===== config.mk =====
export PLATFORM = sky130hd
export DESIGN_NAME = mul_sequencer
export DESIGN_NICKNAME = d
export VERILOG_FILES = /design/src/rtl/cpu_pkg.sv /design/src/rtl/mul_shift_add_dp.sv /design/src/rtl/mul_sequencer.sv
export SDC_FILE = /design/constraint.sdc
export NUM_CORES = 1
export LEC_CHECK = 0
export ABC_AREA = 1
export CORE_MARGIN = 2
export CORE_UTILIZATION = 55
export CTS_BUF_LIST = sky130_fd_sc_hd__clkbuf_8 sky130_fd_sc_hd__clkbuf_16
export CTS_CLUSTER_SIZE = 12
export DETAILED_ROUTE_END_ITERATION = 10
export PLACE_DENSITY = 0.81
export SETUP_SLACK_MARGIN = 0.2
export SLEW_MARGIN = 25
export SYNTH_ARGS = -nofsm -noshare
export SYNTH_HDL_FRONTEND = slang
export SYNTH_SLANG_ARGS = --single-unit

===== constraint.sdc =====
create_clock -name clk_i -period 4.75 [get_ports clk_i]
set_input_delay 0.95 -clock clk_i [delete_from_list [all_inputs] [get_ports clk_i]]
set_output_delay 0.95 -clock clk_i [all_outputs]
set_load 0.005 [all_outputs]

===== src/rtl/cpu_pkg.sv =====
// cpu_pkg: ALU control codes shared by the ALU, the ALU control and the multiply sequencer, plus the sequencer state type
package cpu_pkg;
  localparam logic [2:0] AND = 3'b000;
  localparam logic [2:0] OR  = 3'b001;
  localparam logic [2:0] ADD = 3'b010;
  localparam logic [2:0] MUL = 3'b011;
  localparam logic [2:0] SUB = 3'b110;
  typedef enum logic [1:0] {IDLE, BUSY, DONE} mul_state_t;
endpackage


===== src/rtl/mul_shift_add_dp.sv =====
// mul_shift_add_dp: radix-2 shift-add datapath, one multiplier bit consumed per step
module mul_shift_add_dp #(
  parameter int WIDTH = 32
) (
  input  logic             clk_i,
  input  logic             rst_i,
  input  logic             load,
  input  logic             step,
  input  logic [WIDTH-1:0] mcand_in,
  input  logic [WIDTH-1:0] mplr_in,
  output logic [WIDTH-1:0] acc
);
  logic [WIDTH-1:0] mcand, mplr;
  always_ff @(posedge clk_i) begin
    if (!rst_i) begin
      mcand <= '0;
      mplr  <= '0;
      acc   <= '0;
    end else if (load) begin
      mcand <= mcand_in;
      mplr  <= mplr_in;
      acc   <= '0;
    end else if (step) begin
      acc   <= mplr[0] ? acc + mcand : acc;
      mcand <= mcand << 1;
      mplr  <= mplr >> 1;
    end
  end
endmodule


===== src/rtl/mul_sequencer.sv =====
// mul_sequencer: multi-cycle EX-stage MUL controller; stalls the pipeline while the shift-add datapath iterates
module mul_sequencer import cpu_pkg::*; #(
  parameter int WIDTH = 32,
  parameter int CNT_W = 6
) (
  input  logic             clk_i,
  input  logic             rst_i,
  input  logic             start_i,
  input  logic [2:0]       ALUCtrl_i,
  input  logic [WIDTH-1:0] data1_i,
  input  logic [WIDTH-1:0] data2_i,
  input  logic             flush_i,
  output logic             stall_o,
  output logic             done_o,
  output logic [WIDTH-1:0] result_o
);
  mul_state_t       state;
  logic [CNT_W-1:0] cnt;
  logic [WIDTH-1:0] acc;
  logic             accept;
  // accept-cycle stall is combinational so ID/EX keeps the MUL while it is captured
  always_comb begin
    accept   = rst_i && !flush_i && start_i && ALUCtrl_i == MUL && state == IDLE;
    stall_o  = accept || (rst_i && state == BUSY);
    done_o   = rst_i && !flush_i && state == DONE;
    result_o = done_o ? acc : '0;
  end
  always_ff @(posedge clk_i) begin
    if (!rst_i) begin
      state <= IDLE;
      cnt   <= '0;
    end else begin
      case (state)
        IDLE: if (accept) begin
          state <= BUSY;
          cnt   <= CNT_W'(WIDTH - 1);
        end
        BUSY: if (flush_i) state <= IDLE;
              else if (cnt == '0) state <= DONE;
              else cnt <= cnt - CNT_W'(1);
        default: state <= IDLE;
      endcase
    end
  end
  mul_shift_add_dp #(.WIDTH(WIDTH)) u_dp (
    .clk_i    (clk_i),
    .rst_i    (rst_i),
    .load     (accept),
    .step     (state == BUSY),
    .mcand_in (data1_i),
    .mplr_in  (data2_i),
    .acc      (acc)
  );
endmodule


==> Word-level counts from Yosys, hierarchy flattened <==
Cells that the tools add are included.
{ "word_totals": {"regBits": 104, "in_bits": 71, "output_inout_bits": 34, "wordCells": 44} }
{ "classes": {"addsub": 2, "n_eq_ne": 7, "mux": 13, "bitwise_logic": 1, "n_reduce_logical": 16} }
{ "ops": {"columns": ["operator", "count"], "rows": [
  ["32-bit two-way mux", 5],
  ["32-bit adder", 1],
  ["6-bit two-way mux", 3],
  ["6-bit one-hot mux with 2 select lines", 1],
  ["1-bit logical AND", 6],
  ["6-bit zero test", 1],
  ["2-bit two-way mux", 3],
  ["2-bit inequality test (second input constant)", 3],
  ["6-bit by 1-bit subtractor with 6-bit output (second input constant)", 1],
  ["2-bit one-hot mux with 2 select lines", 1],
  ["2-bit AND reduction", 2],
  ["4-bit AND reduction", 1],
  ["2-bit nonzero test", 2],
  ["3-bit by 2-bit equality test with 1-bit output (second input constant)", 1],
  ["3-bit inequality test (second input constant)", 1],
  ["2-bit by 1-bit equality test with 1-bit output (second input constant)", 1],
  ["2-bit equality test (second input constant)", 1],
  ["2-bit zero test", 1],
  ["2-bit OR reduction", 1],
  ["1-bit zero test", 1],
  ["1-bit logical OR", 1],
  ["1-bit NOT", 1]
]} }

==> Depth between registers and ports, before layout <==
{ "depth": {"depth_word": 7, "ltp_mapped": 13, "mapped_depth_nobuf": 13} }

==> Cells and area by module <==
A second synthesis with hierarchy kept.
{ "hier_totals": {"hier_cells": 1195, "area_unflattened_um2": 7163.1} }
{ "by_module_without_submodules": {"columns": ["mod", "instances", "cells_per_inst", "area_each_um2", "seq_area_each_um2"], "rows": [
  ["mul_shift_add_dp", 1, 1046, 6377.4, 1921.8],
  ["mul_sequencer", 1, 149, 785.8, 160.2]
]} }

==> Worst setup path after synthesis <==
No wires, ideal clock.
{ "synth_path": {"path_kind": "input-to-output", "start": "input ALUCtrl_i[1]", "end": "output stall_o", "arrival_ps": 1793, "required_ps": 3800, "path_slack_ps": 2007, "path_stages": 6, "n_path_buf": 2, "cell_sequence": "nand2_1 nor4_2 nor2_1 buf_4 buf_6 nor2_1"} }
{ "synth_via": {"elab_chain_len": 4} }
{ "synth_lines": {"columns": ["item", "line_no", "text"], "rows": [
  ["start: declaration", "mul_sequencer.sv:9", "input logic [2:0] ALUCtrl_i,"],
  ["3-bit by 2-bit equality test with 1-bit output", "mul_sequencer.sv:23", "accept = rst_i && !flush_i && start_i && ALUCtrl_i == MUL && state == IDLE;"],
  ["1-bit logical AND (2 in series)", "mul_sequencer.sv:23", null],
  ["1-bit logical OR", "mul_sequencer.sv:24", "stall_o = accept || (rst_i && state == BUSY);"],
  ["end: declaration", "mul_sequencer.sv:13", "output logic stall_o,"]
]} }
Every way passes these cells.

==> Final worst setup path <==
{ "layout_path": {"start": "input rst_i", "end": "output result_o[12]"} }
{ "layout_via": {"elab_chain_len": 3} }
{ "layout_lines": {"columns": ["item", "line_no", "text"], "rows": [
  ["start: declaration", "mul_sequencer.sv:7", "input logic rst_i,"],
  ["1-bit logical AND (2 in series)", "mul_sequencer.sv:25", "done_o = rst_i && !flush_i && state == DONE;"],
  ["32-bit two-way mux", "mul_sequencer.sv:26", "result_o = done_o ? acc : '0;"],
  ["end: declaration", "mul_sequencer.sv:15", "output logic [WIDTH-1:0] result_o"]
]} }
Every way passes these cells.

==> run_results.csv <==
group,metric,value,unit
run_status,outcome,"finished, final reports clean",
worst_setup_path,r2r-end,"u_dp.acc[16]",
sta,setup_ws,0.661,ns
cts,root_buffer,"clkbuf_16",
hold_path,hold_class,"register to register",
sta,drv_slew,0,
cts,clock-sinks,104,
floorplanning,rows,41,
placed_design,port_buffers,104,
worst_setup_path,r2r_setup_slack,2.36,ns
cts,insertion_delay,0.36,ns
yosys,synth_area,6990,um^2
route,wl,17.6,mm
power_and_ir_drop,ir_worst_vdd,0.000300,V
worst_setup_path,crit_family,"buffers and inverters",
placed_design,pre_cts_slack,0.678,ns
power_and_ir_drop,total_power,1.77,mW
yosys,syn_area_per_cell,5.95,um^2
route,first_pass_iters,5,
sta,clock.fmax,245,MHz
placed_design,place.gp.congestion,0.960,
route,drt_iter0_drc,354,
hold_path,holdPathEnd,"u_dp.mplr[31]",
sta,hold_viol,0,
worst_setup_path,cp-start-kind,"input pin",
yosys,synth_top_area_cell,"dfxtp_1",
global_routing,antenna_found_initial,0,
power_and_ir_drop,p_per_area,212,nW/um^2
floorplanning,die_h,117,um
run,cap_violations,0,
floorplanning,die_area,13600,um^2
yosys,yosysWarnings,0,
placed_design,hpwlAfterDp,12.7,mm
cts,ctsResizeCount,0,
route,viasPerCell,4.90,
final_layout,diodes,0,
route,ant_nets,0,
cts,htreeDepth,3,
worst_setup_path,end_kind,"output pin",
cts,cts_made_buffers,9,
cts,cts_tree,"built",
route,drc_errors,0,
floorplanning,core,12500,um^2
cts,post_cts_buffers,0,
global_routing,grt_usage,0.269,
worst_setup_path,crit_type,"input pin to output pin",
global_routing,grt_pass1_vias,6323,
yosys,seq_area_frac_synth,0.298,
hold_path,holdPathStages,2,
yosys,ys_types,31,
sta,fin_crit_sh,0.861,
hold_path,worstHoldStart,"u_dp.mplr[31]",
worst_setup_path,max_stage_delay,0.64,ns
floorplanning,die_width,117,um
sta,setup_viol,0,
yosys,ys_ff_latch,104,
final_layout,fin_nets,1363,
sta,skew,0.00667,ns
route,vias,7031,
global_routing,grt_max_degree,71,
sta,tightest_slew,0.762,ns
global_routing,grt_pass1_wl,29.2,mm
final_layout,post_route_cells_drive_above_1_share,0.0230,
cts,cts_hold_buffers,0,
sta,rsz0062_at_grt,"no",
cts,cts_max_path_buffers,2,
sta,fin_setup_tns,0,ns
worst_setup_path,crit_path_cell_trace,"clkdlybuf4s50_1 > nand2_1 > nor3_1 > inv_1 > buf_4 > nor2_1 > clkdlybuf4s50_1",
worst_setup_path,cp_common_cell,"clkdlybuf4s50_1",
yosys,synthTopCellsByArea,"dfxtp_1 (30%), nand2_1 (17%), inv_1 (13%)",
yosys,synth_top_area_frac,0.298,
worst_setup_path,required,3.80,ns
final_layout,finalCoreUtilization,0.668,
worst_setup_path,regToRegStartpoint,"state[0]",
global_routing,grt.busiest_layer,"met2",
global_routing,overflow,0,
global_routing,grtUsageMet2,0.434,
cts,clk_pin_slew,0.07,ns
global_routing,use_met1,0.364,
floorplanning,start_util,0.558,
yosys,synth_nets,1280,
final_layout,syn2layout_area_growth,19.7,%
worst_setup_path,cp_num_buf_inv,4,
worst_setup_path,cp_slowest_cell,"clkdlybuf4s50_1",
worst_setup_path,worst-path-max-fanout,23,
global_routing,met3_usage,0.0628,
power_and_ir_drop,leakage,4.14,nW
route,drt-wirelength-per-cell,12.3,um
sta,finalCriticalPeriod,4.09,ns
sta,relSlewSlack,0.492,
yosys,netlist_instances,1175,
worst_setup_path,arrival,3.14,ns
worst_setup_path,worstRegToRegCells,10,
floorplanning,ioPinCount,105,
==> cell usage in the layout (no fill, tap or decap) <==
cell / Yosys / routed
nand3_1: 46 / 46
xnor2_1: 8 / 8
nand2_4: 1 / 1
and2_1: 1 / 1
inv_6: 0 / 1
fa_1: 1 / 1
clkdlybuf4s50_1: 0 / 104
inv_1: 243 / 244
o21bai_1: 3 / 3
a31oi_1: 3 / 3
o21ai_0: 30 / 30
bufinv_16: 0 / 1
nor2_4: 0 / 2
clkinv_4: 0 / 1
nand3b_1: 1 / 1
nor2_1: 147 / 145
nor3_1: 6 / 6
inv_2: 1 / 1
nor4_2: 1 / 1
clkinv_8: 0 / 1
a21o_1: 1 / 1
or2_0: 1 / 1
nand2_1: 318 / 318
dfxtp_1: 104 / 104
clkbuf_16: 0 / 9
ha_1: 33 / 33
nand2_2: 1 / 1
nand4_1: 4 / 4
buf_4: 1 / 7
clkinvlp_4: 0 / 2
nand4_2: 1 / 1
xor2_1: 9 / 9
o21ai_1: 52 / 52
a21oi_1: 119 / 119
nor4_1: 1 / 1
==> worst max path at each step <==
stage                 start            to  cells after the start
5_1_grt               rst_i   result_o[8]                      7
2_1_floorplan  ALUCtrl_i[1]       stall_o                      6
3_3_place_gp          rst_i   result_o[3]                      7
4_1_cts               rst_i  result_o[12]                      7
6_report              rst_i  result_o[12]                      7
3_5_place_dp          rst_i  result_o[12]                      7
==> per-stage QoR <==
| stage | instances | instance area (um^2) | hold WS [ns] |
|---|---|---|---|
| floorplan | 1175 | 6990 | 0.439 |
| global placement | 1419 | 8060 | 0.451 |
| CTS | 1435 | 8370 | 0.480 |
| finish | 1435 | 8370 | 0.476 |
| detailed placement | 1419 | 8060 | 0.470 |
| global route | 1435 | 8370 | 0.508 |
==> cell usage after synthesis, drive strengths merged <==
library cell / count
nor2: 147
fa: 1
nor4: 2
clkbuf: 20
buf: 19
inv: 244
and2: 1
dfxtp: 104
a31oi: 3
nand3b: 1
xnor2: 8
o21ai: 82
a21oi: 119
a21o: 1
ha: 33
nand3: 46
o21bai: 3
nand4: 5
nor3: 6
or2: 1
nand2: 320
xor2: 9
==> cell type report <==
type	count	area (um^2)
Multi-Input combinational cell	788	3750
Clock inverter	7	82.6
Tap cell	172	215
Fill cell	1199	4150
Timing Repair Buffer	111	1090
Clock buffer	9	225
Sequential cell	104	2080
Inverter	244	916
==> state kept, by name (all words and copies together) (netlist names) <==
signal      cells
cnt             6
u_dp.mplr      32
u_dp.acc       32
u_dp.mcand     32
state           2
==> per-layer routing <==
metal / routed length (um) / share of wire
met5: 0 / 0
met4: 292 / 0.017
met3: 936 / 0.053
met2: 7950 / 0.45
met1: 8410 / 0.48
==> power breakdown <==
part | switching (mW) | internal, mW
Combinational | 0.0489 | 0.0646
Sequential | 0.00397 | 0.876
Clock | 0.367 | 0.415
==> cells by family after synthesis <==
logic type / share of synthesized area
adders and majority gates: 0.0620
buffers and inverters: 0.167
xor gates and xnor gates: 0.0213
AOI/OAI and AO/OA: 0.151
DFF: 0.298
and+or+nand+nor: 0.301
==> tightest hold or removal path, delay by kind of cell, from the launching register on <==
family	cells	cell delay, ns
flops	1	0.32
simple gates	1	0.07
compound gates	1	0.05
Power figures use the tool's default switching activity.
